==> config.mk <==
export PLATFORM = sky130hd
export DESIGN_NAME = pulse_gen
export DESIGN_NICKNAME = d
export VERILOG_FILES = /design/src/rtl/pulse_gen.sv
export SDC_FILE = /design/constraint.sdc
export NUM_CORES = 1
export LEC_CHECK = 0
export BUFFER_PORTS_ARGS = -buffer_cell sky130_fd_sc_hd__buf_2
export CAP_MARGIN = 5
export CORE_AREA = 2 2 76 78
export DETAILED_ROUTE_END_ITERATION = 10
export DIE_AREA = 0 0 78 80
export PLACE_DENSITY = 0.54
export SLEW_MARGIN = 15
export SYNTH_ARGS = -nofsm -noshare
export SYNTH_HDL_FRONTEND = slang
export SYNTH_SLANG_ARGS = --single-unit
==> constraint.sdc <==
create_clock -name clk -period 3.33 [get_ports clk]
set_input_delay 0 -clock clk [delete_from_list [all_inputs] [get_ports clk]]
set_output_delay 0 -clock clk [all_outputs]
set_load 0.05 [all_outputs]
==> src/rtl/pulse_gen.sv <==
// Retriggerable pulse generator: HIGH for the requested width, then a guaranteed LOW gap.
// Define PULSE_GEN_BURST_EN to add burst_in and repeat each request's pulse B times.
module pulse_gen #(
  parameter int WIDTH_W = 8,
  parameter int MIN_LOW = 2
) (
  input  logic               clk,
  input  logic               rst_n,
  input  logic               trig_in,
  input  logic [WIDTH_W-1:0] width_in,
`ifdef PULSE_GEN_BURST_EN
  input  logic [3:0]         burst_in,
`endif
  output logic               pulse_out,
  output logic               busy,
  output logic               done_out,
  output logic               drop_out
);

  // state | meaning
  // IDLE  | no request active, outputs low
  // HIGH  | pulse high, cnt counts remaining high cycles
  // LOW   | mandatory gap, cnt counts remaining low cycles
  typedef enum logic [1:0] {IDLE, HIGH, LOW} state_t;

  // Counter must hold both the widest pulse and the longest gap.
  localparam int CW = (WIDTH_W > 8) ? WIDTH_W : 8;

  state_t             state, state_nx;
  logic [CW-1:0]      cnt, cnt_nx;
  logic               pend_vld, pend_vld_nx;
  logic [WIDTH_W-1:0] pend_w, pend_w_nx;
  logic [WIDTH_W-1:0] in_w;
  logic               last_low, more;
  logic               pulse_nx, busy_nx, done_nx, drop_nx;

`ifdef PULSE_GEN_BURST_EN
  logic [3:0]         burst_rem, burst_rem_nx;
  logic [3:0]         pend_b, pend_b_nx;
  logic [3:0]         in_b;
  logic [WIDTH_W-1:0] w_lat, w_lat_nx;

  assign in_b = (burst_in == 4'd0) ? 4'd1 : burst_in;
  assign more = (burst_rem != 4'd0);
`else
  assign more = 1'b0;
`endif

  assign in_w     = (width_in == '0) ? WIDTH_W'(1) : width_in;
  assign last_low = (state == LOW) && (cnt == '0);

  function automatic logic [CW-1:0] high_load(input logic [WIDTH_W-1:0] w);
    return CW'(w) - CW'(1);
  endfunction

  always_comb begin
    state_nx    = state;
    cnt_nx      = cnt;
    pend_vld_nx = pend_vld;
    pend_w_nx   = pend_w;
    drop_nx     = 1'b0;
`ifdef PULSE_GEN_BURST_EN
    burst_rem_nx = burst_rem;
    pend_b_nx    = pend_b;
    w_lat_nx     = w_lat;
`endif

    case (state)
      IDLE: begin
        if (trig_in) begin
          state_nx = HIGH;
          cnt_nx   = high_load(in_w);
`ifdef PULSE_GEN_BURST_EN
          w_lat_nx     = in_w;
          burst_rem_nx = in_b - 4'd1;
`endif
        end
      end
      HIGH: begin
        if (cnt == '0) begin
          state_nx = LOW;
          cnt_nx   = CW'(MIN_LOW - 1);
        end else begin
          cnt_nx = cnt - CW'(1);
        end
      end
      LOW: begin
        if (cnt != '0) begin
          cnt_nx = cnt - CW'(1);
        end else if (more) begin
          state_nx = HIGH;
`ifdef PULSE_GEN_BURST_EN
          cnt_nx       = high_load(w_lat);
          burst_rem_nx = burst_rem - 4'd1;
`endif
        end else if (pend_vld) begin
          state_nx    = HIGH;
          cnt_nx      = high_load(pend_w);
          pend_vld_nx = 1'b0;
`ifdef PULSE_GEN_BURST_EN
          w_lat_nx     = pend_w;
          burst_rem_nx = pend_b - 4'd1;
`endif
        end else if (trig_in) begin
          // Request arriving in the final gap cycle with nothing queued starts
          // straight away, exactly as if it had passed through the pending slot.
          state_nx = HIGH;
          cnt_nx   = high_load(in_w);
`ifdef PULSE_GEN_BURST_EN
          w_lat_nx     = in_w;
          burst_rem_nx = in_b - 4'd1;
`endif
        end else begin
          state_nx = IDLE;
        end
      end
      default: state_nx = IDLE;
    endcase

    if (trig_in && (state != IDLE) && !(last_low && !more && !pend_vld)) begin
      if (pend_vld) begin
        drop_nx = 1'b1;
      end else begin
        pend_vld_nx = 1'b1;
        pend_w_nx   = in_w;
`ifdef PULSE_GEN_BURST_EN
        pend_b_nx   = in_b;
`endif
      end
    end

    pulse_nx = (state_nx == HIGH);
    busy_nx  = (state_nx != IDLE);
`ifdef PULSE_GEN_BURST_EN
    done_nx  = (state_nx == LOW) && (cnt_nx == '0) && (burst_rem_nx == 4'd0);
`else
    done_nx  = (state_nx == LOW) && (cnt_nx == '0);
`endif
  end

  always_ff @(posedge clk or negedge rst_n) begin
    if (!rst_n) begin
      state     <= IDLE;
      cnt       <= '0;
      pend_vld  <= 1'b0;
      pend_w    <= '0;
      pulse_out <= 1'b0;
      busy      <= 1'b0;
      done_out  <= 1'b0;
      drop_out  <= 1'b0;
`ifdef PULSE_GEN_BURST_EN
      burst_rem <= '0;
      pend_b    <= '0;
      w_lat     <= '0;
`endif
    end else begin
      state     <= state_nx;
      cnt       <= cnt_nx;
      pend_vld  <= pend_vld_nx;
      pend_w    <= pend_w_nx;
      pulse_out <= pulse_nx;
      busy      <= busy_nx;
      done_out  <= done_nx;
      drop_out  <= drop_nx;
`ifdef PULSE_GEN_BURST_EN
      burst_rem <= burst_rem_nx;
      pend_b    <= pend_b_nx;
      w_lat     <= w_lat_nx;
`endif
    end
  end

endmodule

* Word level (Yosys, flattened, before mapping)
Index checks and enable logic that the tools add are counted.
** Operators by class
- Bitwise gates (word level) :: 1
- Reductions and logical operators :: 15
- Equality and inequality tests :: 4
- Mux-type cells :: 18
- $add $sub $neg :: 3
** Operator list (number)
- $mux 8 :: 5
- $logic_not 8->1 :: 3
- $pmux 8 s3 :: 1
- $sub 8x1->8 const B :: 3
- $mux 1 :: 8
- $reduce_bool 8->1 :: 1
- $mux 2 :: 3
- $pmux 2 s3 :: 1
- $logic_and 1x1->1 :: 5
- $eq 2x1->1 const B :: 2
- $eq 2x2->1 const B :: 2
- $reduce_bool 2->1 :: 2
- $logic_not 1->1 :: 2
- $logic_not 2->1 :: 1
- $reduce_and 2->1 :: 1
- $not 1->1 :: 1
** Storage, ports and cells
- Flip-flop bits (word level) :: 23
- Word-level logic and storage cells :: 49

* Logic depth before layout (Yosys ltp)
Gate-level depths: netlist of the first run.
- Depth after elaboration :: 9
- Gate-level depth with buffers :: 9

* Least setup slack after synthesis of the first run
Ideal clock, no wire load.
- Path kind :: register to register
- Start :: reg cnt[3]
- End :: reg done_out
- Path slack :: 0.893 ns
- Data arrival time :: 2.341 ns
- Stages on the path, launching flop included :: 9
- Required time :: 3.234 ns
- Setup time :: 0.096 ns
- Path buffers :: 2
- Path through :: dfrtp_1 -> buf_6 -> or4_1 -> buf_2 -> o41a_1 -> a2111o_1 -> o211a_2 -> nand3b_4 -> nor4_2
** On the way
- Elaborated cells between the ends (all ways) :: 14
** RTL lines
- from (decl) :: RTL line 30 : logic [CW-1:0] cnt, cnt_nx;
- from (signal assigned) :: RTL line 158 : cnt <= cnt_nx;
- $reduce_bool 8->1 or $logic_not 8->1 (tied branches) :: RTL line 88, 80
- $mux 8, on equally long branches :: RTL line 88, 80
- $pmux 8 s3 * :: RTL line 68 : case (state)
- net cnt_nx[0] :: RTL line 30
- $logic_not 8->1 * :: RTL line 137 : done_nx = (state_nx == LOW) && (cnt_nx == '0);
- $logic_and 1x1->1 * :: RTL line 137
- net done_nx :: RTL line 35 : logic pulse_nx, busy_nx, done_nx, drop_nx;
- to (signal assigned) :: RTL line 163 : done_out <= done_nx;
- to (decl) :: RTL line 16 : output logic done_out,
The timed path passes the listed nets; every way through them passes the cells marked *.
A chain may end at the register's enable or synchronous reset.

* Worst setup path after layout of the first run
- Start :: in width_in[5]
- End :: reg done_out
** On the way
- Cells in the longest elaborated chain, start to end :: 9
** Ends and longest elaborated chain
- from (decl) :: RTL line 10 : input logic [WIDTH_W-1:0] width_in,
- $logic_not 8->1 :: RTL line 49 : assign in_w = (width_in == '0) ? WIDTH_W'(1) : width_in;
- $mux 8 * :: RTL line 49
- $sub 8x1->8 * :: RTL line 53 : return CW'(w) - CW'(1);
- $mux 8 * :: RTL line 70, 104
- $mux 8 :: RTL line 96 : end else if (pend_vld) begin
- $mux 8 :: RTL line 88 : if (cnt != '0) begin
- $pmux 8 s3 * :: RTL line 68
- net cnt_nx[6] :: RTL line 30
- $logic_not 8->1 * :: RTL line 137
- $logic_and 1x1->1 * :: RTL line 137
- net done_nx :: RTL line 35
Marks and branches as above.

==> results.cfg, run 1 <==
[logic_synthesis]
synth_flop_cell = dfrtp_1
ys_types = 61
ys_ff_latch = 23
synth_fp_nets = 240
synth_edf_count = 0
yosysTopAreaCellShare = 0.305
synth.avg_cell_area_um2 = 8.37
netlist_area_um2 = 1880
synth_warnings = 0
synthArstFlopShare = 1.00
synth.area.top_cells = dfrtp_1 31%, nor2_1 5.8%, nand2_1 4.0%
yosysTopAreaCell = dfrtp_1
netlist_instances = 225
yosysSeqAreaShare = 0.305

[timing]
max_freq_mhz = 343
relSlewSlack = 0.491
rsz0062_at_grt = false
final.period_utilization = 0.877
slew_viol_final = 0
setup_viol = 0
hold_violations = 0
worst_slew_pin_slew_ns = 0.745
period_minus_slack_ns = 2.92
fin_tns_setup_ns = 0
fin_skew_ns = 0.00240

[worst_hold_path]
whs_path_depth = 2
hold_path_class = input port to flop

[global_routing]
track_usage = 0.187
antenna_found_initial = 0
grt_pass1_vias = 1672
grt-ovfl-total = 0
grt_max_degree = 24
grt_pass1_wl_um = 8910

[final_layout]
drive_above_1_share = 0.160
nets = 254
syn_to_final_growth_pct = 11.4
final_area_um2 = 2100
fillers = 574
fin_util = 0.388
n_antenna_cell = 0

[power_and_ir_drop]
p_leak_nw = 0.853
ir_drop_mv = 0.151
power.density_nw_per_um2 = 333

[run_status]
run_status = finished, final reports clean

[place]
io_buffers = 14
gp_congestion = 0.862
place_area_um2 = 2020
dp_hpwl_um = 4070

[clock_tree]
clk_latency_ns = 0.28
cts_tree = built
clkSlewWorstSetupHoldPaths_ns = 0.09
numCtsBuffers = 3
htreeDepth = 1
clock_path_buffers = 2
cts.sink_count = 23
clockRootBuffer = clkbuf_8
post_cts_buffers = 0

[floorplan]
rows = 27
coreArea_um2 = 5410
boundaryPins = 15
die-height_um = 80
start_util = 0.349
die_w_um = 78
dieArea_um2 = 6240

[setup_path]
reg2reg_depth = 8
arrival_ns = 3.11
cp-end-kind = flop
crit_fanout = 7
worst_ep_required_time_ns = 3.52
crit_type = input port to flop
crit_path_start_kind = input port

[drt]
drc_errors = 0
wire_per_inst_um = 17.4
ant_nets = 0
wl_um = 5400
vias_per_cell = 5.74
first_pass_iters = 4
via_count = 1779
drt_iter0_drc = 139

[run]
drv_cap = 0
## synth_stat cells (3+ instances only)
library cell  instances
buf_1                 3
a211oi_1              4
nor4_2                3
nor2_1               29
nand2_1              20
inv_1                 8
or4_1                 4
xor2_1                5
nand2b_1              3
xnor2_1               5
a21o_1                3
o31ai_1               4
mux2_2                5
mux2i_1               4
o211ai_1              3
a21oi_1               9
nand3b_1              3
a221oi_1              5
ha_1                  4
a31oi_1               4
o21ai_0              11
nor3_1                9
dfrtp_1              23
clkbuf_1              7
## layout make-up
class	instances	area, um2	area share
flip-flops and latches	23	576	0.274
inverters	9	33.8	0.0161
repair buffers	23	145	0.0691
clock buffers	3	41.3	0.0197
clock inverters	1	5.00	0.00238
multi-input cells	179	1210	0.576
well taps	72	90.1	0.0429
## flip-flops by register name, indices dropped and copies added, names as in the netlist
name,count
pulse_out,1
state,2
pend_vld,1
cnt,8
pend_w,8
drop_out,1
busy,1
done_out,1
## worst max-delay path, cell delays in order
cell and delay (ns):
dlygate4sd3_1 0.52, buf_2 0.14, nor4_2 0.52, a31oi_1 0.27, ha_1 0.33, and3_1 0.18, nor3_1 0.16, a211oi_1 0.10
or4_1 0.62, nor4_2 0.26
## cell families (layout without fill, tap and decap cells)
family | count (synthesis) | after routing | share of synthesized area
AND/OR/NAND/NOR | 88 | 88 | 0.250
AO/OA/AOI/OAI | 66 | 66 | 0.256
flip-flops | 23 | 23 | 0.305
buffers and inverters | 23 | 36 | 0.0531
XOR/XNOR | 10 | 10 | 0.0465
multiplexers | 9 | 9 | 0.0511
adder cells (fa/ha/maj) | 6 | 6 | 0.0372
## power breakdown
part / internal [mW] / total [mW] / switching (mW) / leakage, nW
registers: 0.302 / 0.343 / 0.0407 / 0.263
clock network: 0.0840 / 0.189 / 0.105 / 0.0255
logic: 0.0697 / 0.168 / 0.0981 / 0.565
## per-layer routing
| layer | global-route usage | vias to the layer above | wire length (um) |
|---|---|---|---|
| met1 | 0.253 | 849 | 2540 |
| met3 | 0.0215 | 9 | 246 |
| met2 | 0.304 | 49 | 2490 |
| met5 | 0 | - | 0 |
| met4 | 0.0737 | 0 | 119 |
| li1 | - | 872 | - |
## timing repair
action / 4_1_cts / 5_1_grt
endpoints found under the hold margin: 25 / 0
hold buffers: 3 / 0
gates resized for setup: 0 / 0
endpoints found under the setup margin: 0 / 0
## per-stage QoR
stage / hold WS (ns) / cells / setup WS [ns] / power [mW]
floorplan: -0.296 / 225 / 0.893 / 0.452
global placement: 0.0249 / 303 / 0.508 / 0.513
detailed placement: 0.0245 / 303 / 0.555 / 0.512
CTS: 0.0419 / 310 / 0.387 / 0.705
global route: 0.0488 / 310 / 0.207 / 0.744
finish: 0.0426 / 310 / 0.411 / 0.699
## placed cells by master, fill, tap and decap left out, types with 3 or more instances in the layout
| cell | instances |
|---|---|
| nor2_1 | 29 |
| dfrtp_1 | 23 |
| nand2_1 | 20 |
| buf_2 | 14 |
| o21ai_0 | 11 |
| a21oi_1 | 9 |
| nor3_1 | 9 |
| inv_1 | 8 |
| buf_4 | 6 |
| xnor2_1 | 5 |
| xor2_1 | 5 |
| a221oi_1 | 5 |
| mux2_2 | 5 |
| a31oi_1 | 4 |
| or4_1 | 4 |
| mux2i_1 | 4 |
| a211oi_1 | 4 |
| o31ai_1 | 4 |
| ha_1 | 4 |
| nor4_2 | 3 |
| nand2b_1 | 3 |
| nand3b_1 | 3 |
| o211ai_1 | 3 |
| a21o_1 | 3 |
| clkbuf_8 | 3 |
| dlygate4sd3_1 | 3 |
## worst paths after layout
path | from | to | slack (ns)
max | width_in[5] | done_out$_DFF_PN0_ | 0.41
min | width_in[4] | pend_w[4]$_DFFE_PN0P_ | 0.04
max reg2reg | cnt[0]$_DFF_PN0_ | pend_w[4]$_DFFE_PN0P_ | 0.46
min reg2reg | pend_w[7]$_DFFE_PN0P_ | pend_w[7]$_DFFE_PN0P_ | 0.54
max in group asynchronous | rst_n | pend_w[0]$_DFFE_PN0P_ | 2.73
min in group asynchronous | rst_n | cnt[5]$_DFF_PN0_ | 0.24
No activity file was read; power rests on OpenSTA's default activity.
==> run 2, diff against run 1 <==
- ABC_AREA: unset -> 1
- CORE_AREA: 2 2 76 78 -> 2 2 73 75
- DIE_AREA: 0 0 78 80 -> 0 0 75 77
- PLACE_DENSITY: 0.54 -> 0.55
==> results.cfg, run 2 <==
[final_layout]
drive_above_1_share = 0.118
fin_cells = 357
syn_to_final_growth_pct = 10.6
final_cell_mix = 75 x nand2_1, 44 x inv_1, 34 x nand3_1
n_antenna_cell = 0
nets = 303
final_common_cell = nand2_1
top_regs = cnt (8), pend_w (8), state (2)
final_area_um2 = 1930

[global_routing]
grt_use_met3 = 0.0223
met2_usage = 0.250
antenna_found_initial = 0
grt_pass1_wl_um = 7700
grt_max_degree = 24
track_usage = 0.174
grt-ovfl-total = 0
grt-busiest-layer = met1
grtUsageMet1 = 0.253
grt_pass1_vias = 1668

[drt]
first_pass_iters = 5
wire_per_inst_um = 12.8
drt_iter0_drc = 111
vias_per_cell = 4.82
drc_errors = 0
ant_nets = 0
via_count = 1721
wl_um = 4560

[clock_tree]
htreeDepth = 1
clkSlewWorstSetupHoldPaths_ns = 0.09
cts_resized = 0
numCtsBuffers = 3
clock_path_buffers = 2
cts.sink_count = 23
cts_tree = built
clockRootBuffer = clkbuf_8
post_cts_buffers = 0
clk_latency_ns = 0.27

[logic_synthesis]
synth.avg_cell_area_um2 = 6.40
ys_types = 26
netlist_instances = 273
yosysSeqAreaShare = 0.329
yosysTopAreaCell = dfrtp_1
synth_flop_cell = dfrtp_1
synth_most_common_cell = nand2_1
synth_fp_nets = 288
synth_warnings = 0
ys_ff_latch = 23
netlist_area_um2 = 1750
synth.area.top_cells = dfrtp_1 33%, nand2_1 16%, nand3_1 9.7%
synth_edf_count = 0
synthArstFlopShare = 1.00
yosysTopAreaCellShare = 0.329
yosys-top-cells-count = 75 x nand2_1, 44 x inv_1, 34 x nand3_1, 27 x nor2_1, 23 x dfrtp_1

[setup_path]
critical_path.top_delay_family = compound AO/OA/AOI/OAI gates
crit_slowest_cell = o211ai_1
max_stage_delay_ns = 0.84
crit_path_start_kind = flop
cp-end-kind = flop
crit_fanout = 16
path_buf_inv = 2
arrival_ns = 2.28
crit_type = flop to flop
worst_ep_required_time_ns = 3.44
crit_path_cell_trace = inv_1 > ha_1 > nand3_1 > inv_2 > nand2_4 > o211ai_1 > o21ai_0

[floorplan]
coreArea_um2 = 4980
boundaryPins = 15
dieArea_um2 = 5780
start_util = 0.351
die_w_um = 75
rows = 26
die-height_um = 77

[power_and_ir_drop]
p_leak_nw = 1.01
ir_drop_mv = 0.138
power.density_nw_per_um2 = 267

[timing]
period_minus_slack_ns = 2.17
rsz0062_at_grt = false
setup_viol = 0
max_freq_mhz = 461
worst_slew_pin_slew_ns = 1.03
final.period_utilization = 0.651
fin_hold_ws_ns = 0.0130
fin_tns_setup_ns = 0
relSlewSlack = 0.307
hold_violations = 0
setup_slack_ns = 1.16
fin_skew_ns = 0.00608
slew_viol_final = 0

[place]
dp.cells = 352
place_area_um2 = 1880
io_buffers = 14
gp_congestion = 0.958
dp_slack_ns = 1.15
dp_hpwl_um = 3560

[run]
drv_cap = 0

[run_status]
run_status = finished, final reports clean

[worst_hold_path]
hold_path_class = input port to flop
run 2: logic make-up after synthesis:
group / share of synthesized area
simple gates: 0.394
buf+inv: 0.120
compound gates: 0.107
flops: 0.329
xor+xnor: 0.0200
fa+ha+maj: 0.0286
run 2: worst paths after layout:
check / from / end / slack, ns / depth (start not counted)
min reg2reg: pend_w[0]$_DFFE_PN0P_ / pend_w[0]$_DFFE_PN0P_ / 0.49 / 2
min: width_in[7] / pend_w[7]$_DFFE_PN0P_ / 0.01 / 3
min in group asynchronous: rst_n / cnt[1]$_DFF_PN0_ / 0.24 / 2
max reg2reg: cnt[0]$_DFF_PN0_ / pend_w[1]$_DFFE_PN0P_ / 1.16 / 7
max: cnt[0]$_DFF_PN0_ / pend_w[1]$_DFFE_PN0P_ / 1.16 / 7
max in group asynchronous: rst_n / drop_out$_DFF_PN0_ / 2.74 / 2
run 2: area by class of cell:
| class | instances | area, um2 |
|---|---|---|
| multi-input cells | 197 | 962 |
| well taps | 70 | 87.6 |
| flip-flops and latches | 23 | 576 |
| fillers | 534 | 3040 |
| inverters | 48 | 181 |
| clock inverters | 1 | 5.00 |
| clock buffers | 3 | 41.3 |
| repair buffers | 15 | 80.1 |
run 2: through the flow:
stage,utilization,total power [mW]
after CTS,0.388,0.524
after global placement,0.377,0.338
after floorplan,-,0.314
after detailed placement,0.377,0.337
after global routing,0.388,0.537
final,0.388,0.515
run 2: layer usage:
| layer | share of wire | vias to the layer above |
|---|---|---|
| li1 | - | 895 |
| met1 | 0.49 | 774 |
| met2 | 0.43 | 43 |
| met3 | 0.047 | 9 |
| met4 | 0.028 | 0 |
| met5 | 0 | - |
run 2: worst reg2reg max path: stages, from the launching register on:
cell and delay [ns]:
dfrtp_1 0.40, inv_1 0.14, ha_1 0.16, nand3_1 0.09, inv_2 0.08, nand2_4 0.11, o211ai_1 0.84, o21ai_0 0.19
run 2: power breakdown:
| part | switching (mW) | internal (mW) |
|---|---|---|
| Combinational | 0.0349 | 0.0147 |
| Clock | 0.0994 | 0.0838 |
| Sequential | 0.00168 | 0.281 |
| Total | 0.136 | 0.379 |
run 2: what timing repair did:
| item | in CTS | in global routing |
|---|---|---|
| hold buffers | 1 | 0 |
| setup endpoints to repair | 0 | 0 |
| endpoints found under the hold margin | 23 | 0 |
